`config.mk`:
```
export PLATFORM = sky130hd
export DESIGN_NAME = if_pc_bpu_flat
export DESIGN_NICKNAME = d
export VERILOG_FILES = /design/src/rtl/if_pc_bpu_if.sv /design/src/rtl/if_pc_bpu.sv /design/src/flat_wrapper.sv
export SDC_FILE = /design/constraint.sdc
export NUM_CORES = 1
export LEC_CHECK = 0
export BUFFER_PORTS_ARGS = -buffer_cell sky130_fd_sc_hd__buf_4
export CAP_MARGIN = 20
export CORE_UTILIZATION = 40
export DETAILED_ROUTE_END_ITERATION = 10
export SYNTH_ARGS = -nofsm -noshare
export SYNTH_HDL_FRONTEND = slang
export SYNTH_SLANG_ARGS = --single-unit
```
`constraint.sdc`:
```
create_clock -name clk -period 10.1 [get_ports clk]
set_clock_uncertainty 0.15 [all_clocks]
set_input_delay 2.02 -clock clk [delete_from_list [all_inputs] [get_ports clk]]
set_output_delay 2.02 -clock clk [all_outputs]
set_load 0.05 [all_outputs]
```
`src/rtl/if_pc_bpu_if.sv`:
```
`default_nettype none
// ============================================================================
// Module   : if_pc_bpu_if
// Brief    : Fetch-PC / branch-predictor bus (EX feedback in, fetch PC out).
// Revision : 1.0 - initial release
// ============================================================================
interface if_pc_bpu_if;
    logic        stall;
    logic        ex_redirect;
    logic [31:0] ex_redirect_pc;
    logic        ex_upd_valid;
    logic [31:0] ex_upd_pc;
    logic        ex_upd_taken;
    logic [31:0] ex_upd_target;
    logic        ex_upd_is_jal;
    logic        ex_upd_is_jalr;
    logic [31:0] if_pc;
    logic        predict_taken;
    logic [31:0] branch_predict_pc;

    modport master (
        output stall, ex_redirect, ex_redirect_pc,
        output ex_upd_valid, ex_upd_pc, ex_upd_taken, ex_upd_target,
        output ex_upd_is_jal, ex_upd_is_jalr,
        input  if_pc, predict_taken, branch_predict_pc
    );

    modport slave (
        input  stall, ex_redirect, ex_redirect_pc,
        input  ex_upd_valid, ex_upd_pc, ex_upd_taken, ex_upd_target,
        input  ex_upd_is_jal, ex_upd_is_jalr,
        output if_pc, predict_taken, branch_predict_pc
    );
endinterface
`default_nettype wire

```
`src/rtl/if_pc_bpu.sv`:
```
`default_nettype none
// ============================================================================
// Module   : if_pc_bpu
// Brief    : Fetch PC generator with direct-mapped BTB and 2-bit counters.
// Revision : 1.0 - initial release
// ============================================================================
module if_pc_bpu #(
    parameter logic [31:0] RESET_PC    = 32'h0000_0000,
    parameter int          BTB_ENTRIES = 16
) (
    input  wire logic      clk,
    input  wire logic      rst,
    if_pc_bpu_if.slave     bus
);
    localparam int IDX_W = $clog2(BTB_ENTRIES);
    localparam int TAG_W = 30 - IDX_W;

    localparam logic [1:0] c_cnt_init = 2'b01;
    localparam logic [1:0] c_cnt_jal  = 2'b11;
    localparam logic [1:0] c_cnt_br   = 2'b10;

    logic [31:0]            r_pc;
    logic [BTB_ENTRIES-1:0] r_valid;
    logic [TAG_W-1:0]       r_tag    [BTB_ENTRIES];
    logic [29:0]            r_target [BTB_ENTRIES];
    logic [1:0]             r_cnt    [BTB_ENTRIES];

    logic [IDX_W-1:0] w_lk_idx;
    logic             w_lk_hit;
    logic             w_pred_taken;
    logic [31:0]      w_pred_pc;

    logic [IDX_W-1:0] w_up_idx;
    logic [TAG_W-1:0] w_up_tag;
    logic             w_up_hit;
    logic             w_ent_we;
    logic             w_ent_valid;
    logic [TAG_W-1:0] w_ent_tag;
    logic [29:0]      w_ent_target;
    logic [1:0]       w_ent_cnt;
    logic             w_unused;

    // Lookup reads the array as it stood before this edge's update.
    assign w_lk_idx     = r_pc[IDX_W+1:2];
    assign w_lk_hit     = r_valid[w_lk_idx] && (r_tag[w_lk_idx] == r_pc[31:IDX_W+2]);
    assign w_pred_taken = w_lk_hit && r_cnt[w_lk_idx][1];
    assign w_pred_pc    = w_pred_taken ? {r_target[w_lk_idx], 2'b00} : (r_pc + 32'd4);

    assign w_up_idx = bus.ex_upd_pc[IDX_W+1:2];
    assign w_up_tag = bus.ex_upd_pc[31:IDX_W+2];
    assign w_up_hit = r_valid[w_up_idx] && (r_tag[w_up_idx] == w_up_tag);

    always_comb begin
        w_ent_we     = 1'b0;
        w_ent_valid  = r_valid[w_up_idx];
        w_ent_tag    = r_tag[w_up_idx];
        w_ent_target = r_target[w_up_idx];
        w_ent_cnt    = r_cnt[w_up_idx];
        if (bus.ex_upd_valid) begin
            if (bus.ex_upd_is_jalr) begin
                // Indirect targets are not worth caching; drop any stale entry.
                if (w_up_hit) begin
                    w_ent_we    = 1'b1;
                    w_ent_valid = 1'b0;
                end
            end else if (w_up_hit) begin
                w_ent_we = 1'b1;
                if (bus.ex_upd_taken) begin
                    w_ent_cnt    = (r_cnt[w_up_idx] == 2'b11) ? 2'b11 : r_cnt[w_up_idx] + 2'b01;
                    w_ent_target = bus.ex_upd_target[31:2];
                end else begin
                    w_ent_cnt    = (r_cnt[w_up_idx] == 2'b00) ? 2'b00 : r_cnt[w_up_idx] - 2'b01;
                end
            end else if (bus.ex_upd_taken) begin
                w_ent_we     = 1'b1;
                w_ent_valid  = 1'b1;
                w_ent_tag    = w_up_tag;
                w_ent_target = bus.ex_upd_target[31:2];
                w_ent_cnt    = bus.ex_upd_is_jal ? c_cnt_jal : c_cnt_br;
            end
        end
    end

    always_ff @(posedge clk) begin
        if (rst) begin
            for (int i = 0; i < BTB_ENTRIES; i++) begin
                r_valid[i] <= 1'b0;
                r_cnt[i]   <= c_cnt_init;
            end
        end else if (w_ent_we) begin
            r_valid[w_up_idx]  <= w_ent_valid;
            r_tag[w_up_idx]    <= w_ent_tag;
            r_target[w_up_idx] <= w_ent_target;
            r_cnt[w_up_idx]    <= w_ent_cnt;
        end
    end

    // Redirect beats stall; the predicted PC is always word aligned already.
    always_ff @(posedge clk) begin
        if (rst) begin
            r_pc <= {RESET_PC[31:2], 2'b00};
        end else if (bus.ex_redirect) begin
            r_pc <= {bus.ex_redirect_pc[31:2], 2'b00};
        end else if (!bus.stall) begin
            r_pc <= w_pred_pc;
        end
    end

    assign bus.if_pc             = r_pc;
    assign bus.predict_taken     = w_pred_taken;
    assign bus.branch_predict_pc = w_pred_pc;

    assign w_unused = ^{bus.ex_redirect_pc[1:0], bus.ex_upd_pc[1:0], bus.ex_upd_target[1:0]};

endmodule
`default_nettype wire

```
`src/flat_wrapper.sv`:
```
// flat-port wrapper written by rule: the top's interface ports become plain ports
module if_pc_bpu_flat 
#(
    parameter logic [31:0] RESET_PC    = 32'h0000_0000,
    parameter int          BTB_ENTRIES = 16
)
  (clk, rst, bus_stall, bus_ex_redirect, bus_ex_redirect_pc, bus_ex_upd_valid, bus_ex_upd_pc, bus_ex_upd_taken, bus_ex_upd_target, bus_ex_upd_is_jal, bus_ex_upd_is_jalr, bus_if_pc, bus_predict_taken, bus_branch_predict_pc);
  if_pc_bpu_if bus_i ();
  input  wire logic clk;
  input  wire logic rst;
  input wire logic [$bits(bus_i.stall)-1:0] bus_stall;
  input wire logic [$bits(bus_i.ex_redirect)-1:0] bus_ex_redirect;
  input wire logic [$bits(bus_i.ex_redirect_pc)-1:0] bus_ex_redirect_pc;
  input wire logic [$bits(bus_i.ex_upd_valid)-1:0] bus_ex_upd_valid;
  input wire logic [$bits(bus_i.ex_upd_pc)-1:0] bus_ex_upd_pc;
  input wire logic [$bits(bus_i.ex_upd_taken)-1:0] bus_ex_upd_taken;
  input wire logic [$bits(bus_i.ex_upd_target)-1:0] bus_ex_upd_target;
  input wire logic [$bits(bus_i.ex_upd_is_jal)-1:0] bus_ex_upd_is_jal;
  input wire logic [$bits(bus_i.ex_upd_is_jalr)-1:0] bus_ex_upd_is_jalr;
  output wire logic [$bits(bus_i.if_pc)-1:0] bus_if_pc;
  output wire logic [$bits(bus_i.predict_taken)-1:0] bus_predict_taken;
  output wire logic [$bits(bus_i.branch_predict_pc)-1:0] bus_branch_predict_pc;
  assign bus_i.stall = bus_stall;
  assign bus_i.ex_redirect = bus_ex_redirect;
  assign bus_i.ex_redirect_pc = bus_ex_redirect_pc;
  assign bus_i.ex_upd_valid = bus_ex_upd_valid;
  assign bus_i.ex_upd_pc = bus_ex_upd_pc;
  assign bus_i.ex_upd_taken = bus_ex_upd_taken;
  assign bus_i.ex_upd_target = bus_ex_upd_target;
  assign bus_i.ex_upd_is_jal = bus_ex_upd_is_jal;
  assign bus_i.ex_upd_is_jalr = bus_ex_upd_is_jalr;
  assign bus_if_pc = bus_i.if_pc;
  assign bus_predict_taken = bus_i.predict_taken;
  assign bus_branch_predict_pc = bus_i.branch_predict_pc;
  if_pc_bpu #(.RESET_PC(RESET_PC), .BTB_ENTRIES(BTB_ENTRIES)) u_core (.clk(clk), .rst(rst), .bus(bus_i));
endmodule
```
-- Word-level counts from Yosys, hierarchy flattened
Memory sizes are Yosys's and may differ from the RTL's. A register that Yosys moved wholly into a read port is not among the register bits.
Index checks and enable logic that the tools add are counted.
- register bits after elaboration: 48
- RAM bits: 928
- bits of input ports: 104
- memories: 3
- memory list (memory ; depth ; width ; read ports ; clocked after Yosys merged registers in ; wr ports ; line ; source):
    u_core.r_target ; 16 ; 30 ; 1 ; 1 ; 1 ; if_pc_bpu.sv:25 ; logic [29:0] r_target [BTB_ENTRIES];
    u_core.r_tag ; 16 ; 26 ; 2 ; 1 ; 1 ; if_pc_bpu.sv:24 ; logic [TAG_W-1:0] r_tag [BTB_ENTRIES];
    u_core.r_cnt ; 16 ; 2 ; 2 ; 1 ; 16 ; if_pc_bpu.sv:26 ; logic [1:0] r_cnt [BTB_ENTRIES];
- add/sub/neg operators: 3
- $lt $le $gt $ge: 3
- equality and inequality tests: 7
- multiplexer cells: 49
- reductions and logical operators: 8
- operators by type and width (operator ; number):
    26-bit 2-to-1 mux ; 4
    32-bit 2-to-1 mux ; 3
    30-bit 2-to-1 mux ; 3
    26-bit equality test ; 2
    32-bit by 3-bit adder with 32-bit output (second input constant) ; 1
    4-bit 2-to-1 mux ; 7
    1-bit 2-to-1 mux ; 20
    16-bit bitwise mux ; 1
    2-bit 2-to-1 mux ; 8
    4-bit by 5-bit less-than comparator with 1-bit output (second input constant) ; 2
    1-bit binary-select mux with 4-bit select ; 2
    1-bit demux with 4-bit select ; 1
    4-bit by 1-bit greater-or-equal comparator with 1-bit output (second input constant) ; 1
    1-bit logical AND ; 4
    4-bit AND reduction ; 1
    2-bit OR reduction ; 2
    3-bit != test (second input constant) ; 1
    2-bit by 1-bit adder with 2-bit output (second input constant) ; 1
    2-bit equality test (second input constant) ; 1
    2-bit zero test ; 1
    2-bit by 1-bit != test with 1-bit output (second input constant) ; 1
    2-bit != test (second input constant) ; 1
    2-bit by 1-bit subtractor with 2-bit output (second input constant) ; 1
    1-bit != test (second input constant) ; 1

-- Logic depth before layout (Yosys ltp)
Gate-level depths: netlist of run 1.
- depth in word-level cells: 11
- mapped depth: 16
- depth with buffers taken out: 9

-- Least setup slack after synthesis of run 1
No wires, ideal clock.
- kind: input to register
- start point: in bus_ex_upd_pc[3]
- end point: mem u_core.r_target[0][0] (enable)
- arrival time: 6446 ps
- setup slack: 3087 ps
- cell stages on the path: 14
- path through: buf_2 -> buf_2 -> buf_1 -> mux4_2 -> mux2i_1 -> mux2i_1 -> xor2_1 -> or4_1 -> nor4_2 -> and2_1 -> buf_2 -> o21ai_1 -> buf_2 -> nor2_1
- cells in the longest elaborated chain, start to end: 10
- elaborated cells on any way between the ends: 13
- RTL lines (item ; line ; source):
    start, declared ; flat_wrapper.sv:15 ; input wire logic [$bits(bus_i.ex_upd_pc)-1:0] bus_ex_upd_pc;
    memory 16 x 26 bit or 1-bit binary-select mux with 4-bit select (tied branches) ; - ;
    26-bit equality test or 1-bit 2-to-1 mux (tied branches) ; if_pc_bpu.sv:51 ; assign w_up_hit = r_valid[w_up_idx] && (r_tag[w_up_idx] == w_up_tag);
    1-bit logical AND ; if_pc_bpu.sv:51 ;
    1-bit 2-to-1 mux (on tied branches) ; if_pc_bpu.sv:66, if_pc_bpu.sv:62 ;
    1-bit 2-to-1 mux ; if_pc_bpu.sv:60 ; if (bus.ex_upd_is_jalr) begin
    1-bit 2-to-1 mux ; if_pc_bpu.sv:59 ; if (bus.ex_upd_valid) begin
    1-bit 2-to-1 mux ; if_pc_bpu.sv:90 ; end else if (w_ent_we) begin
    1-bit 2-to-1 mux ; if_pc_bpu.sv:85 ; if (rst) begin
    1-bit 2-to-1 mux (not written as such) ; if_pc_bpu.sv:93 ; r_target[w_up_idx] <= w_ent_target;
    4-bit AND reduction (no source line) ; - ;
    end, declared ; if_pc_bpu.sv:25 ;
Parallel ways exist; a longest one is shown, timed or not. The select of a mux whose other input is x is not followed.

==> key figures, run 1 <==
Global route
  – Met3 usage: 4.49%
  – Grt peak-use layer: met2
  – Global routing usage on met2: 36.9%
  – GRT overflow: 0
  – Vias in the first global route: 24500
  – First-pass GRT wire length: 178 mm
  – Met1 GRT Util: 31.3%
  – Initial antenna violation count: 7
  – Gr usage total: 22.7%
  – Largest net degree at the start of global routing: approximately 140

Pwr
  – Leakage power total: 0.0160 µW
  – Comb power frac: 8.9%
  – Sw Share: a little under a quarter
  – Net switching power: 2160 µW
  – Overall power: 9340 µW
  – Power per cell area: 186 nW/µm²
  – Power Internal: ~7200 µW
  – Sequential group share of total power: 48.7%
  – Clock Power Share: about 42%
  – Max VDD drop: 0.129 mV

Logic synthesis
  – Synth area leaders: edfxtp_1 (64%), mux4_2 (20%), dfxtp_1 (2.4%)
  – Ys flop type: edfxtp_1
  – Yosys top cell area share: 64.3%
  – Net Count, Synth: ~2300
  – Async set or reset register ratio after synthesis: 0%
  – Area leader, netlist: edfxtp_1
  – Mean Syn Cell Area: 19.4 µm²
  – Warnings, synthesis: 0
  – Post-synthesis register bit count: ~1000
  – Yosys cell types: 67
  – Post-synthesis sequential area ratio: 66.7%
  – Count of flip-flops with a built-in enable after synthesis: between 900 and 1000
  – Cells after Synth: around 2200
  – Mapped cell area: 43400 µm²

Placement
  – Routability cong.: 0.847
  – DP HPWL: 74.5 mm
  – I/O Buffers: 162
  – Dpl ws: 1.76 ns
  – Placed Area: 46600 µm²

Critical path
  – WS Path Type: reg2out
  – Worst EP required: 7.93 ns
  – WP data arrival: 6.20 ns
  – R2R setup slack: 4.36 ns
  – Crit path max-delay family: simple AND/OR/NAND/NOR gates
  – Buf+Inv Stages, Crit Path: 3
  – Setup crit end kind: primary output
  – R2R cell count: 11
  – RR Endpoint: u_core.bus.if_pc[30]
  – Critical-path cell list: buf_12 -> mux4_2 -> mux4_2 -> xnor2_1 -> nand2_1 -> nor4_1 -> nand4_1 -> nor2_4 -> buf_4 -> mux2_2 -> buf_4
  – Startpoint types: flip-flop
  – Critical path's slowest cell: dfxtp_4
  – Crit-path max FO: 138
  – Slowest stage delay, CP: ~0.93 ns

Clock network
  – Post-CTS sizing: 0
  – Num CTS Buffers: 104
  – CTS Hold Bufs: 0
  – Clock Tree Buf Depth: 3
  – Clock root cell: clkbuf_16
  – Htree depth: 3
  – CTS tree: yes
  – Setup Fix Bufs, Post-CTS: 0
  – Reg clk slew, reported paths: 0.06 ns
  – Worst skew pair latency: about 0.70 ns
  – Clk sinks: between 900 and 1000

Route
  – Final WL: roughly 130 mm
  – Routed vias: 24100
  – Drt drc: 0
  – Wire per inst: around 32 µm
  – Number of DRC markers in iteration 0: 2773
  – Final ANT Viol Nets: 0
  – Drt pass-1 iters: 5
  – Number of vias per cell: 6.14

Die
  – Die ar.: 110000 µm²
  – Core ar.: between 100000 and 150000 µm²
  – Top-Level Pins: 169
  – DIE HEIGHT: ~330 µm
  – Die Width: 331 µm
  – Initial core utilization: 40.5%
  – Num rows: 120

Timing
  – Max Fclk: 119 MHz
  – Max Slew Vio Count: 0
  – Final Setup Violations: 0
  – Period utilization: 82.9%
  – Setup ws final: 1.73 ns
  – Headroom to the max-slew limit: between 20% and 30%
  – Setup repair after global routing missed its margin: false
  – Post-layout min period: about 8.4 ns
  – Min Hold Slack: 0.334 ns
  – Hold Vio Cnt, Final: 0
  – Slew @ Worst Pin: ~1.1 ns
  – Final setup TNS: 0 ns

Cells and area
  – Fillers: 8913
  – Layout cell share with drive strength beyond 1: 35.7%
  – Area Overhead vs Synth: 15.6%
  – Design area: 50100 µm²
  – Nets: 2528

Min path
  – Worst hold path type: reg2reg
  – WHS Endpoint: u_core.bus.if_pc[1]
  – Hold_sp: u_core.bus.if_pc[1]
  – Worst Hold Depth: 1

Status
  – Outcome: finished clean

Flow run
  – Max cap viols: 0
stage by stage:
stage | cells | util, %
2_1_floorplan | 2236 | -
3_3_place_gp | 3718 | 43.4
3_5_place_dp | 3719 | 43.4
4_1_cts | 3915 | 46.7
5_1_grt | 3916 | 46.7
6_report | 3919 | 46.7
kinds of logic after synthesis:
logic type,count (synthesis),share of synthesized area [%]
adder cells (fa/ha/maj),2,0.0519
XOR/XNOR,77,1.56
AO/OA/AOI/OAI,159,2.47
multiplexers,541,23.9
flip-flops,980,66.7
buffers and inverters,160,1.74
AND/OR/NAND/NOR,317,3.67
Yosys cell counts (4+ instances only):
master    number
edfxtp_1     928
mux4_2       388
mux2i_1       92
nand2_1       78
nor2_1        74
nand3_1       64
o21ai_0       63
clkbuf_1      61
mux2_2        61
dfxtp_1       52
buf_2         42
xnor2_1       42
xor2_1        35
a21o_1        29
buf_1         29
nand4_1       18
buf_4         17
nor2b_1       12
and3_1        11
o211ai_1      10
and2_1         8
nand2b_1       8
a22oi_1        7
a211o_1        6
inv_1          6
nor3_1         6
buf_6          5
nor4b_1        5
o21ai_1        5
o311ai_0       5
or3_1          5
a21oi_1        4
nand3b_1       4
o22ai_1        4
state kept, by name, indices dropped and copies added (netlist names), named ones only:
signal            count
u_core.r_target     480
u_core.r_tag        416
u_core.r_valid       16
u_core.r_cnt         32
u_core.bus.if_pc     32
layout by cell type, fill, tap and decap left out, types with 41 or more instances in the layout:
cell type  Yosys  final
nor2_1        74     41
dfxtp_1       52     48
nand3_1       64     64
mux2i_1       92     92
nand2_1       78     78
o21ai_0       63     63
mux2_2        61     61
clkbuf_16      0    106
edfxtp_1     928    928
mux4_2       388    388
buf_4         17    223
xnor2_1       42     42
power groups by stage:
stage	Clock, µW	Combinational [µW]	Sequential [µW]
finish	3960	836	4550
global route	4160	881	4550
CTS	4020	839	4550
detailed placement	0	837	4640
global placement	0	822	4630
floorplan	0	538	4630
cell type report:
cell class	count	area, µm²	area share, %
tap	1403	1760	3.50
clock buffer	127	2730	5.45
multi-input combinational	1096	14000	27.9
antenna	3	7.51	0.0150
clock inverter	69	798	1.59
timing repair buffer	235	1890	3.78
sequential	980	28900	57.7
inverter	6	25.0	0.0499
routing by layer:
| layer | vias to the layer above | part of all wire, % |
|---|---|---|
| met4 | 6 | 2.4 |
| met3 | 198 | 8.3 |
| met5 | - | 0.036 |
| met1 | 13000 | 41 |
| li1 | 9749 | - |
| met2 | 1128 | 48 |
worst max path at each step:
stage,from,cells past startpoint,endpoint
2_1_floorplan,bus_ex_upd_pc[3],14,u_core.r_target[0][0]
3_3_place_gp,bus_ex_upd_pc[2],13,u_core.r_tag[2][23]
3_5_place_dp,bus_ex_upd_pc[2],13,u_core.r_tag[2][23]
4_1_cts,flip-flop,11,bus_branch_predict_pc[30]
5_1_grt,flip-flop,11,bus_branch_predict_pc[30]
6_report,flip-flop,11,bus_branch_predict_pc[30]
No activity file was read; power rests on OpenSTA's default activity.
==> run 2, diff against run 1 <==
==> constraint.sdc (replaced) <==
create_clock -name clk -period 6.9 [get_ports clk]
set_clock_uncertainty 0.15 [all_clocks]
set_input_delay 1.38 -clock clk [delete_from_list [all_inputs] [get_ports clk]]
set_output_delay 1.38 -clock clk [all_outputs]
set_load 0.05 [all_outputs]
==> key figures, run 2 (synthesis gave the netlist of run 1 again) <==
Status
  – Outcome: finished clean

Route
  – Number of vias per cell: 6.15 (+0.18%)
  – Final WL: 126 mm (+1.0%)
  – Met2 routed WL: 61.5 mm (+1.6%)
  – Final ANT Viol Nets: 0 (unchanged)
  – Wire per inst: 32.1 µm (+0.56%)
  – Highest metal used: met5
  – Met3 WL post-DR: 11.1 mm (+6.6%)
  – M1 WL: 51.0 mm (+0.14%)
  – Number of DRC markers in iteration 0: 2838 (+2.3%)
  – Routed vias: 24200 (+0.64%)
  – Drt drc: 0 (unchanged)
  – Drt pass-1 iters: 6 (+1)

Flow run
  – Max cap viols: 0 (unchanged)

Global route
  – Largest net degree at the start of global routing: 75 (-46%)
  – Initial antenna violation count: 9 (+2)
  – Vias in the first global route: 24700 (+0.81%)
  – Gr usage total: 22.9% (+0.25 points)
  – GRT overflow: 0 (unchanged)
  – First-pass GRT wire length: 181 mm (+1.2%)

Timing
  – Final Setup Violations: 0 (unchanged)
  – Period utilization: 95.8%
  – Max Fclk: roughly 150 MHz
  – Final setup TNS: 0 ns (unchanged)
  – Setup repair after global routing missed its margin: false
  – Headroom to the max-slew limit: 24.8% (-0.72 points)
  – Hold Vio Cnt, Final: 0 (unchanged)
  – Post-layout min period: 6.61 ns
  – Max Slew Vio Count: 0 (unchanged)
  – Slew @ Worst Pin: 1.13 ns (+0.00849 ns)

Clock network
  – Num CTS Buffers: 104 (unchanged)
  – Clk sinks: 980 (unchanged)
  – Clock root cell: clkbuf_16
  – Clock Tree Buf Depth: 3 (unchanged)
  – Htree depth: 3 (unchanged)
  – CTS Hold Bufs: 0 (unchanged)
  – Worst skew pair latency: 0.71 ns (about the same)
  – CTS tree: yes
  – Setup Fix Bufs, Post-CTS: 0 (unchanged)
  – Post-CTS sizing: 0 (unchanged)
  – Reg clk slew, reported paths: 0.06 ns (about the same)

Die
  – Initial core utilization: 40.5% (unchanged)
  – Die ar.: 110000 µm² (unchanged)
  – Top-Level Pins: 169 (unchanged)
  – Num rows: 120 (unchanged)
  – Core ar.: 107000 µm² (unchanged)
  – Die Width: 331 µm (unchanged)
  – DIE HEIGHT: 331 µm (unchanged)

Pwr
  – Max VDD drop: 0.198 mV (+53%)
  – Power per cell area: 266 nW/µm² (+43%)
  – Leakage power total: 0.0161 µW (+0.67%)

Cells and area
  – Fillers: 8891 (-0.25%)
  – Nets: 2554 (+1.0%)
  – Utilization after layout: 47.1% (+0.40 points)
  – Max reg flops: 480 (unchanged)
  – Leading cell type in the layout, fill and taps excluded: edfxtp_1
  – Largest Register: u_core.r_target
  – Area Overhead vs Synth: 16.5%
  – Top Registers: u_core.r_target x480, u_core.r_tag x416
  – Commonest cells after routing, fill and taps aside: edfxtp_1 (928), mux4_2 (388), buf_4 (221)
  – Layout cell share with drive strength beyond 1: 36.0% (+0.23 points)

Placement
  – Routability cong.: 0.876 (+3.4%)
  – I/O Buffers: 162 (unchanged)
  – DP HPWL: 77.3 mm (+3.8%)

Critical path
  – WP data arrival: 5.08 ns (-1.12 ns)
  – Startpoint types: flip-flop
  – Crit-path max FO: 38 (-72%)
  – Worst EP required: 5.37 ns (-2.56 ns)
  – Setup crit end kind: primary output
  – WS Path Type: reg2out

Min path
  – Worst hold path type: reg2reg
run 2: final cells by class:
class / count / area [µm²] / share of cell area [%]
diodes: 1 / 2.50 / 0.00495
multi-input cells: 1096 / 14000 / 27.7
clock buffers: 134 / 2770 / 5.47
inverters: 6 / 25.0 / 0.0495
flip-flops and latches: 980 / 28900 / 57.2
repair buffers: 261 / 2450 / 4.85
clock inverters: 56 / 637 / 1.26
well taps: 1403 / 1760 / 3.47
run 2: stage by stage:
stage	power (µW)	hold slack, ns	worst slack [ns]	instances	instance area (µm²)
after floorplan	7560	0.320	0.527	2236	43400
after global placement	8000	0.314	0.577	3745	47100
after detailed placement	8020	0.323	0.560	3745	47100
after CTS	13500	0.337	0.221	3935	50500
after global routing	13800	0.359	0.0452	3937	50500
final	13500	0.338	0.287	3937	50500
run 2: worst paths after layout:
| path | startpoint | to | slack [ns] | cells after the start |
|---|---|---|---|---|
| setup / recovery | flip-flop | bus_branch_predict_pc[4] | 0.29 | 12 |
| hold / removal | u_core.bus.if_pc[0] | u_core.bus.if_pc[0] | 0.34 | 1 |
| setup reg to reg | u_core.r_tag[3][25] | u_core.r_tag[14][20] | 2.17 | 10 |
| hold reg to reg | u_core.bus.if_pc[0] | u_core.bus.if_pc[0] | 0.34 | 1 |
run 2: report_power, final:
part | internal [µW] | leakage [µW] | total, µW | switching (µW)
clock network | 3180 | 0.00161 | 5550 | 2370
registers | 6590 | 0.00876 | 6660 | 68.3
logic | 512 | 0.00575 | 1240 | 732
run 2: routing by layer:
layer  vias to the layer above  global-route usage (%)
li1                       9806                       -
met1                     13000                    31.7
met2                      1216                    37.2
met3                       162                    4.65
met4                        12                    5.75
met5                         -                       0
run 2: worst max-delay path, cell delays in order, from the launching register on:
cell     delay [ns]
dfxtp_4        0.60
buf_12         0.34
buf_4          0.36
mux4_2         0.55
a22oi_1        0.26
nand3_1        0.20
xor2_1         0.19
nor4_1         0.28
nand4_1        0.31
nor2_4         0.19
buf_12         0.31
mux2_2         0.46
buf_4          0.22
